$ cat src/rtl/fpu_i2f_result_stage_pkg.sv
// Shared FPU definitions: fflags bit positions and the buffered int-to-float result entry.
package fpu_i2f_result_stage_pkg;

  localparam int FF_NV = 4;
  localparam int FF_DZ = 3;
  localparam int FF_OF = 2;
  localparam int FF_UF = 1;
  localparam int FF_NX = 0;

  // Entry fields are sized for the widest format; narrower formats zero-extend.
  localparam int FLEN_MAX = 32;
  localparam int TAG_MAX  = 8;

  typedef struct packed {
    logic [FLEN_MAX-1:0] fl;
    logic [TAG_MAX-1:0]  tag;
    logic                nv;
    logic                nx;
  } fpu_res_t;

  // Integer conversion can only raise NV or NX.
  function automatic logic [4:0] mk_flags(input logic nv, input logic nx);
    logic [4:0] f;
    f        = '0;
    f[FF_NV] = nv;
    f[FF_DZ] = 1'b0;
    f[FF_OF] = 1'b0;
    f[FF_UF] = 1'b0;
    f[FF_NX] = nx;
    return f;
  endfunction

endpackage

$ cat src/rtl/fpu_i2f_result_stage_if.sv
// Converter-side push, writeback-side pop and CSR fflags signals of the i2f result stage.
interface fpu_i2f_result_stage_if #(
  parameter int STD   = 31,
  parameter int TAG_W = 5,
  parameter int DEPTH = 2
);
  localparam int CW = $clog2(DEPTH) + 1;

  logic             in_valid;
  logic             in_ready;
  logic [STD:0]     in_float;
  logic             in_nv;
  logic             in_nx;
  logic [TAG_W-1:0] in_tag;
  logic             wb_valid;
  logic             wb_ready;
  logic [STD:0]     wb_float;
  logic [TAG_W-1:0] wb_tag;
  logic [4:0]       wb_flags;
  logic             csr_we;
  logic [4:0]       csr_wdata;
  logic [4:0]       fflags;
  logic [CW-1:0]    count;

  modport master (
    output in_valid, in_float, in_nv, in_nx, in_tag, wb_ready, csr_we, csr_wdata,
    input  in_ready, wb_valid, wb_float, wb_tag, wb_flags, fflags, count
  );

  modport slave (
    input  in_valid, in_float, in_nv, in_nx, in_tag, wb_ready, csr_we, csr_wdata,
    output in_ready, wb_valid, wb_float, wb_tag, wb_flags, fflags, count
  );

endinterface

$ cat src/rtl/fpu_i2f_result_stage_fifo.sv
// Generic power-of-two FIFO; push refused when full, pop ignored when empty, no pass-through.
module fpu_result_fifo #(
  parameter  int WIDTH = 8,
  parameter  int DEPTH = 2,
  localparam int AW    = $clog2(DEPTH),
  localparam int CW    = AW + 1
) (
  input  logic             clk,
  input  logic             rst,
  input  logic             push_i,
  input  logic             pop_i,
  input  logic [WIDTH-1:0] wdata_i,
  output logic [WIDTH-1:0] rdata_o,
  output logic             full_o,
  output logic             empty_o,
  output logic [CW-1:0]    count_o
);

  logic [WIDTH-1:0] mem_q [DEPTH];
  logic [AW-1:0]    wptr_q, wptr_d, rptr_q, rptr_d;
  logic [CW-1:0]    cnt_q, cnt_d;
  logic             push, pop;

  assign full_o  = (cnt_q == CW'(DEPTH));
  assign empty_o = (cnt_q == '0);
  assign push    = push_i & ~full_o;
  assign pop     = pop_i & ~empty_o;
  assign rdata_o = mem_q[rptr_q];
  assign count_o = cnt_q;

  // Pointers wrap naturally at DEPTH because DEPTH is a power of two.
  always_comb begin
    wptr_d = wptr_q + AW'(push);
    rptr_d = rptr_q + AW'(pop);
    cnt_d  = cnt_q + CW'(push) - CW'(pop);
  end

  always_ff @(posedge clk or posedge rst) begin
    if (rst) begin
      wptr_q <= '0;
      rptr_q <= '0;
      cnt_q  <= '0;
    end else begin
      wptr_q <= wptr_d;
      rptr_q <= rptr_d;
      cnt_q  <= cnt_d;
    end
  end

  always_ff @(posedge clk) begin
    if (push) mem_q[wptr_q] <= wdata_i;
  end

endmodule

$ cat src/rtl/fpu_i2f_result_stage.sv
// Buffers int-to-float results toward writeback and accrues sticky fflags on accept.
module fpu_i2f_result_stage
  import fpu_i2f_result_stage_pkg::*;
#(
  parameter int STD   = 31,
  parameter int DEPTH = 2,
  parameter int TAG_W = 5
) (
  input logic                   clk,
  input logic                   rst,
  fpu_i2f_result_stage_if.slave io
);

  localparam int CW = $clog2(DEPTH) + 1;

  fpu_res_t      in_ent, head;
  logic          full, empty, push, pop;
  logic [CW-1:0] cnt;
  logic [4:0]    fflags_q, fflags_d;
  logic          unused_head;

  assign in_ent = '{fl: FLEN_MAX'(io.in_float), tag: TAG_MAX'(io.in_tag),
                    nv: io.in_nv, nx: io.in_nx};

  assign push = io.in_valid & ~full;
  assign pop  = io.wb_ready & ~empty;

  fpu_result_fifo #(
    .WIDTH ($bits(fpu_res_t)),
    .DEPTH (DEPTH)
  ) u_fifo (
    .clk     (clk),
    .rst     (rst),
    .push_i  (push),
    .pop_i   (pop),
    .wdata_i (in_ent),
    .rdata_o (head),
    .full_o  (full),
    .empty_o (empty),
    .count_o (cnt)
  );

  assign io.in_ready = ~full;
  assign io.wb_valid = ~empty;
  assign io.wb_float = head.fl[STD:0];
  assign io.wb_tag   = head.tag[TAG_W-1:0];
  assign io.wb_flags = mk_flags(head.nv, head.nx);
  assign io.count    = cnt;
  assign io.fflags   = fflags_q;
  // Zero-extension bits of narrow formats are never read back.
  assign unused_head = ^head;

  // A CSR write replaces the accrued value but still merges a same-cycle push.
  always_comb begin
    fflags_d = fflags_q;
    if (io.csr_we) fflags_d = io.csr_wdata;
    if (push)      fflags_d = fflags_d | mk_flags(io.in_nv, io.in_nx);
  end

  always_ff @(posedge clk or posedge rst) begin
    if (rst) fflags_q <= '0;
    else     fflags_q <= fflags_d;
  end

endmodule

$ cat src/flat_wrapper.sv
// flat-port wrapper written by rule: the top's interface ports become plain ports
module fpu_i2f_result_stage_flat import fpu_i2f_result_stage_pkg::*;
#(
  parameter int STD   = 31,
  parameter int DEPTH = 2,
  parameter int TAG_W = 5
)
  (clk, rst, io_in_valid, io_in_float, io_in_nv, io_in_nx, io_in_tag, io_wb_ready, io_csr_we, io_csr_wdata, io_in_ready, io_wb_valid, io_wb_float, io_wb_tag, io_wb_flags, io_fflags, io_count);
  fpu_i2f_result_stage_if #(.STD(STD), .TAG_W(TAG_W), .DEPTH(DEPTH)) io_i ();
  input logic clk;
  input logic rst;
  input wire logic [$bits(io_i.in_valid)-1:0] io_in_valid;
  input wire logic [$bits(io_i.in_float)-1:0] io_in_float;
  input wire logic [$bits(io_i.in_nv)-1:0] io_in_nv;
  input wire logic [$bits(io_i.in_nx)-1:0] io_in_nx;
  input wire logic [$bits(io_i.in_tag)-1:0] io_in_tag;
  input wire logic [$bits(io_i.wb_ready)-1:0] io_wb_ready;
  input wire logic [$bits(io_i.csr_we)-1:0] io_csr_we;
  input wire logic [$bits(io_i.csr_wdata)-1:0] io_csr_wdata;
  output wire logic [$bits(io_i.in_ready)-1:0] io_in_ready;
  output wire logic [$bits(io_i.wb_valid)-1:0] io_wb_valid;
  output wire logic [$bits(io_i.wb_float)-1:0] io_wb_float;
  output wire logic [$bits(io_i.wb_tag)-1:0] io_wb_tag;
  output wire logic [$bits(io_i.wb_flags)-1:0] io_wb_flags;
  output wire logic [$bits(io_i.fflags)-1:0] io_fflags;
  output wire logic [$bits(io_i.count)-1:0] io_count;
  assign io_i.in_valid = io_in_valid;
  assign io_i.in_float = io_in_float;
  assign io_i.in_nv = io_in_nv;
  assign io_i.in_nx = io_in_nx;
  assign io_i.in_tag = io_in_tag;
  assign io_i.wb_ready = io_wb_ready;
  assign io_i.csr_we = io_csr_we;
  assign io_i.csr_wdata = io_csr_wdata;
  assign io_in_ready = io_i.in_ready;
  assign io_wb_valid = io_i.wb_valid;
  assign io_wb_float = io_i.wb_float;
  assign io_wb_tag = io_i.wb_tag;
  assign io_wb_flags = io_i.wb_flags;
  assign io_fflags = io_i.fflags;
  assign io_count = io_i.count;
  fpu_i2f_result_stage #(.STD(STD), .DEPTH(DEPTH), .TAG_W(TAG_W)) u_core (.clk(clk), .rst(rst), .io(io_i));
endmodule
$ cat config.mk
export PLATFORM = sky130hd
export DESIGN_NAME = fpu_i2f_result_stage_flat
export DESIGN_NICKNAME = d
export VERILOG_FILES = /design/src/rtl/fpu_i2f_result_stage_pkg.sv /design/src/rtl/fpu_i2f_result_stage_if.sv /design/src/rtl/fpu_i2f_result_stage_fifo.sv /design/src/rtl/fpu_i2f_result_stage.sv /design/src/flat_wrapper.sv
export SDC_FILE = /design/constraint.sdc
export NUM_CORES = 1
export LEC_CHECK = 0
export BUFFER_PORTS_ARGS = -buffer_cell sky130_fd_sc_hd__buf_2
export CORE_MARGIN = 1.5
export CORE_UTILIZATION = 30
export DETAILED_ROUTE_END_ITERATION = 6
export GPL_TIMING_DRIVEN = 0
export PLACE_DENSITY_LB_ADDON = 0.2
export SYNTH_ARGS = -nofsm -noshare
export SYNTH_HDL_FRONTEND = slang
export SYNTH_SLANG_ARGS = --single-unit
export TNS_END_PERCENT = 10
$ cat constraint.sdc
create_clock -name clk -period 2.2 [get_ports clk]
set_input_delay 0.44 -clock clk [delete_from_list [all_inputs] [get_ports clk]]
set_output_delay 0.44 -clock clk [all_outputs]
set_load 0.03 [all_outputs]
# [Word level (Yosys, flattened, before mapping)]
# Memory sizes are Yosys's and may differ from the RTL's.
# Index checks and enable logic that the tools add are counted.
[totals] reg_bits=9 ram_bits=78 out_inout_bits=51 word_cells=22 mem_count=1
[memory_table] name="u_core.u_fifo.mem_q" words=2 width=39 rd=1 rd_ports_with_merged_regs=0 wr=1 line="fpu_i2f_result_stage_fifo.sv:19" source="logic [WIDTH-1:0] mem_q [DEPTH];"
[classes] add_sub_neg=4 n_eq_ne=1 muxes=4 bitwise_logic=7 reduce_logical=1
[op_table] op="$mux 5" count=2
[op_table] op="$or 5x5->5" count=1
[op_table] op="$and 1x1->1" count=4
[op_table] op="$add 1x1->1" count=2
[op_table] op="$add 2x1->2" count=1
[op_table] op="$eq 2x2->1 const B" count=1
[op_table] op="$logic_not 2->1" count=1
[op_table] op="$mux 1" count=2
[op_table] op="$not 1->1" count=2
[op_table] op="$sub 2x1->2" count=1

# [Logic depth before layout (Yosys ltp)]
[depth] word_depth=6 mapped_depth=6 depth_no_buf=5

# [Modules after synthesis]
# Synthesis repeated with hierarchy kept, for this count alone.
[unflattened] cells_unflattened=172 hier_area_um2=3693.5
[by_module_without_submodules] mod="fpu_result_fifo" instances=1 cells_per_inst=151 area_per_inst_um2=3452.1
[by_module_without_submodules] mod="fpu_i2f_result_stage" instances=1 cells_per_inst=21 area_per_inst_um2=241.5

# [Worst setup path before layout]
# Ideal clock, no wire load.
[synth_timing] path_type="reg2reg" from="register u_core.u_fifo.cnt_q[0], in the netlist u_core.u_fifo.count_o[0]" to="memory u_core.u_fifo.mem_q[0][0] (netlist bit), enable pin" setup_time_ps=400 arrival_ps=2044 path_slack_ps=-244 stages_incl_launch_ff=5 period_less_slack_ps=2444 cell_sequence="dfrtp_1 -> nand2b_4 -> and2_4 -> buf_6 -> ha_1"
[synth_between] elab_chain_len=6
[synth_rtl] element="start, declared" line="fpu_i2f_result_stage_fifo.sv:21" source="logic [CW-1:0] cnt_q, cnt_d;"
[synth_rtl] element="start signal, assigned" line="fpu_i2f_result_stage_fifo.sv:46" source="cnt_q <= cnt_d;"
[synth_rtl] element="$eq 2x2->1 *" line="fpu_i2f_result_stage_fifo.sv:24" source="assign full_o = (cnt_q == CW'(DEPTH));"
[synth_rtl] element="$not 1->1 *"
[synth_rtl] element="net io_in_ready" line="flat_wrapper.sv:20" source="output wire logic [$bits(io_i.in_ready)-1:0] io_in_ready;"
[synth_rtl] element="$and 1x1->1" line="fpu_i2f_result_stage.sv:25" source="assign push = io.in_valid & ~full;"
[synth_rtl] element="$and 1x1->1 *" line="fpu_i2f_result_stage_fifo.sv:26" source="assign push = push_i & ~full_o;"
[synth_rtl] element="$mux 1 *" line="fpu_i2f_result_stage_fifo.sv:51" source="if (push) mem_q[wptr_q] <= wdata_i;"
[synth_rtl] element="$mux 1 (implied by the code) *" line="fpu_i2f_result_stage_fifo.sv:51"
[synth_rtl] element="end, declared" line="fpu_i2f_result_stage_fifo.sv:19"
# Mark *: on every way through the listed nets, which the timed path passes. The rest lies on a longest branch.

# [Worst setup path in the final report]
[layout_timing] from="register u_core.u_fifo.rptr_q" to="output io_wb_float[30]"
[layout_between] elab_chain_len=1
[layout_rtl] element="start, declared" line="fpu_i2f_result_stage_fifo.sv:20" source="logic [AW-1:0] wptr_q, wptr_d, rptr_q, rptr_d;"
[layout_rtl] element="start signal, assigned" line="fpu_i2f_result_stage_fifo.sv:45" source="rptr_q <= rptr_d;"
[layout_rtl] element="$mem_v2 2x39"
[layout_rtl] element="end, declared" line="flat_wrapper.sv:22" source="output wire logic [$bits(io_i.wb_float)-1:0] io_wb_float;"
# No other way between the ends.

==> impl_metrics.json <==
{
  "crit_path_start_kind": "flip-flop",
  "flow.area_growth_from_synthesis_pct": 27.7,
  "drtAntennaViolNets": 0,
  "portion_of_synthesized_cell_area_occupied_by_the_leading_cell_type_pct": 71.8,
  "grt_max_degree": 40,
  "number_of_library_cell_types_mapped_by_synthesis": 21,
  "route.vias.total": 1762,
  "fp.dieArea_um2": 11500,
  "run_status": "finished clean",
  "ys_top_cells_by_area": "sky130_fd_sc_hd__edfxtp_1, sky130_fd_sc_hd__mux2_2, sky130_fd_sc_hd__dfrtp_1",
  "floorplan.initialDensity_pct": 31.3,
  "filler_cell_count": 996,
  "post_drt_via_cell_ratio": 4.33,
  "clock.fmax_mhz": 490,
  "grt_pass1_vias": 1753,
  "cts-htree-levels": 3,
  "cp_max_fo": 10,
  "power.share.clock_pct": 22.3,
  "clockBufferDepth": 2,
  "worst_flop_to_flop_path_startpoint": "u_core.u_fifo.count_o[0]$_DFF_PP0_",
  "clkLatencyLatePin_ns": 0.35,
  "max-cap-violations": 0,
  "synth-seq-area-share_pct": 78.7,
  "crit_path_end_kind": "output pin",
  "finalPower_w": 0.00580,
  "final-setup-viol-count": 0,
  "seqPwrFrac_pct": 40.5,
  "finish.cell_count_without_fillers": 407,
  "clockRootBuffer": "sky130_fd_sc_hd__clkbuf_8",
  "layout.cells.most_common_list": "sky130_fd_sc_hd__buf_2, sky130_fd_sc_hd__edfxtp_1, sky130_fd_sc_hd__mux2_2, sky130_fd_sc_hd__mux2_1",
  "maxSlewViolCount": 0,
  "grt_setup_unrepaired": "no",
  "setup.worst_path.start": "u_core.u_fifo.rptr_q$_DFF_PP0_",
  "drt_drc_violations_left": 0,
  "syn_area_per_cell_um2": 20.6,
  "netlist_instances": 158,
  "tritoncts_num_sinks": 87,
  "number_of_antenna_violations_at_the_first_check_in_global_routing": 0,
  "power.net_switching_w": 0.00208,
  "final.min_clock_period_ns": 2.04,
  "yosysTopAreaCell": "sky130_fd_sc_hd__edfxtp_1",
  "critical_path_arrival_ns": 1.60,
  "syn-cell-area_um2": 3260,
  "pre_antenna_drt_iters": 4,
  "grt_first_pass_wirelength_mm": 8.89,
  "leakage_nw": 1.62,
  "nNetsFinal": 318,
  "cell_internal_pwr_w": 0.00373,
  "clock-skew-final_ns": 0.00972,
  "ys_seq_elements": 87,
  "grt_util_all_layers_pct": 10.7,
  "dr.first_iter.drc_count": 35,
  "finalHoldViolations": 0,
  "grt_overflow_total": 0,
  "final_util_pct": 40.0,
  "power.ir.vdd_worst_mv": 0.588,
  "powerDensity_nw_per_um2": 1390,
  "tightestPinTransition_ns": 1.00,
  "antennaDiodeCount": 0,
  "timing.critical_path.required_ns": 1.76,
  "worst_slew_margin_rel_pct": 33.3,
  "fp.coreArea_um2": 10400,
  "ctsHoldBuffers": 0,
  "dieHeight_um": 107,
  "place.gp.congestion": 0.678,
  "mostFrequentLayoutCell": "sky130_fd_sc_hd__buf_2",
  "placedCellCount": 392,
  "dp_hpwl_mm": 3.88,
  "worst-setup-path-type": "reg2out",
  "switching_share_pct": 35.8,
  "placement.io_buffers": 96,
  "finalWirelength_mm": 5.97,
  "share_comb_of_total_power_pct": 37.3,
  "wire_per_inst_um": 14.7,
  "tns_ns": 0,
  "cts_tree": "done",
  "boundaryPins": 100,
  "synthesis.yosys.warnings": 0,
  "cts_inserted_buffers": 9,
  "worst_reg2reg_path_depth": 2,
  "hold_path_class": "in2async",
  "layout-drive-gt1-share_pct": 57.2,
  "placementRows": 37,
  "post-route-period-util_pct": 92.8,
  "clkSlewWorstSetupHoldPaths_ns": 0.08,
  "die_width_um": 107
}
## final timing paths
path                                                         to  slack (ns)
hold / removal                   u_core.u_fifo.rptr_q$_DFF_PP0_        0.04
hold reg to reg                 u_core.io.fflags[3]$_DFFE_PP0P_        0.52
min in group clk           u_core.u_fifo.mem_q[0][33]$_DFFE_PP_        0.27
setup / recovery                                io_wb_float[30]        0.16
setup reg to reg           u_core.u_fifo.mem_q[1][19]$_DFFE_PP_        0.35
max in group asynchronous        u_core.u_fifo.wptr_q$_DFF_PP0_        1.90
## logic make-up after synthesis
| logic type | share of synthesized area (%) |
|---|---|
| multiplexers | 14.5 |
| buffers and inverters | 2.00 |
| XOR/XNOR | 0.806 |
| adder cells (fa/ha/maj) | 0.767 |
| flip-flops | 78.7 |
| other | 0.115 |
| AO/OA/AOI/OAI | 1.07 |
| AND/OR/NAND/NOR | 2.00 |
## sequential cells by signal, indices dropped and copies added (netlist names)
register and flops:
u_core.u_fifo.wptr_q 1, u_core.u_fifo.rptr_q 1, u_core.u_fifo.count_o 2, u_core.io.fflags 5, u_core.u_fifo.mem_q 78
## cells in the mapped netlist
master	number
sky130_fd_sc_hd__mux2_2	32
sky130_fd_sc_hd__buf_4	3
sky130_fd_sc_hd__a21oi_1	1
sky130_fd_sc_hd__buf_6	1
sky130_fd_sc_hd__a21bo_2	1
sky130_fd_sc_hd__buf_2	4
sky130_fd_sc_hd__and2_4	1
sky130_fd_sc_hd__and3_2	1
sky130_fd_sc_hd__and4bb_1	1
sky130_fd_sc_hd__a221o_1	2
sky130_fd_sc_hd__nand2b_4	1
sky130_fd_sc_hd__or2_1	1
sky130_fd_sc_hd__xnor2_1	3
sky130_fd_sc_hd__nand2_1	1
sky130_fd_sc_hd__edfxtp_1	78
sky130_fd_sc_hd__conb_1	1
sky130_fd_sc_hd__dfrtp_1	9
sky130_fd_sc_hd__inv_1	3
sky130_fd_sc_hd__nor2b_1	2
sky130_fd_sc_hd__ha_1	2
sky130_fd_sc_hd__mux2_1	10
## cell type report
| cell class | count | area [um^2] | share of cell area [%] |
|---|---|---|---|
| Inverter | 3 | 11.3 | 0.270 |
| Sequential cell | 87 | 2570 | 61.6 |
| Buffer | 8 | 53.8 | 1.29 |
| Clock buffer | 9 | 124 | 2.97 |
| Clock inverter | 6 | 110 | 2.64 |
| Multi-Input combinational cell | 62 | 648 | 15.6 |
| Timing Repair Buffer | 96 | 480 | 11.5 |
| Tap cell | 136 | 170 | 4.09 |
## per-stage QoR
stage               hold WS (ns)  setup slack [ns]  area (um^2)
floorplan                  0.268             0.152         3270
global placement           0.425            0.0444         3920
detailed placement         0.421            0.0205         3920
CTS                       0.0335            0.0212         4160
global route              0.0635            0.0354         4170
finish                    0.0423             0.159         4170
## routing by layer
| layer | global-route usage, % | up-vias | wire [um] |
|---|---|---|---|
| met1 | 13.3 | 860 | 2640 |
| li1 | - | 821 | - |
| met2 | 16.5 | 70 | 2780 |
| met5 | 0 | - | 0 |
| met3 | 2.85 | 11 | 414 |
| met4 | 6.57 | 0 | 133 |
## power by group through the flow
stage	logic, W	clock network [W]	registers [W]
finish	0.00216	0.00129	0.00235
global route	0.00231	0.00141	0.00239
CTS	0.00220	0.00134	0.00236
detailed placement	0.00219	0	0.00239
global placement	0.00219	0	0.00238
floorplan	0.00153	0	0.00242
## what timing repair did
| item | CTS | global route |
|---|---|---|
| endpoints found under the hold margin | 0 | 0 |
| setup endpoints to repair | 0 | 39 |
| resized for setup | 0 | 1 |
| buffers inserted | 0 | 0 |
## worst max-delay path: stages, from the launching register on
cell and delay (ns):
sky130_fd_sc_hd__dfrtp_1 0.40, sky130_fd_sc_hd__buf_2 0.29, sky130_fd_sc_hd__mux2_2 0.37, sky130_fd_sc_hd__buf_2 0.19
No activity file was read; power rests on OpenSTA's default activity.
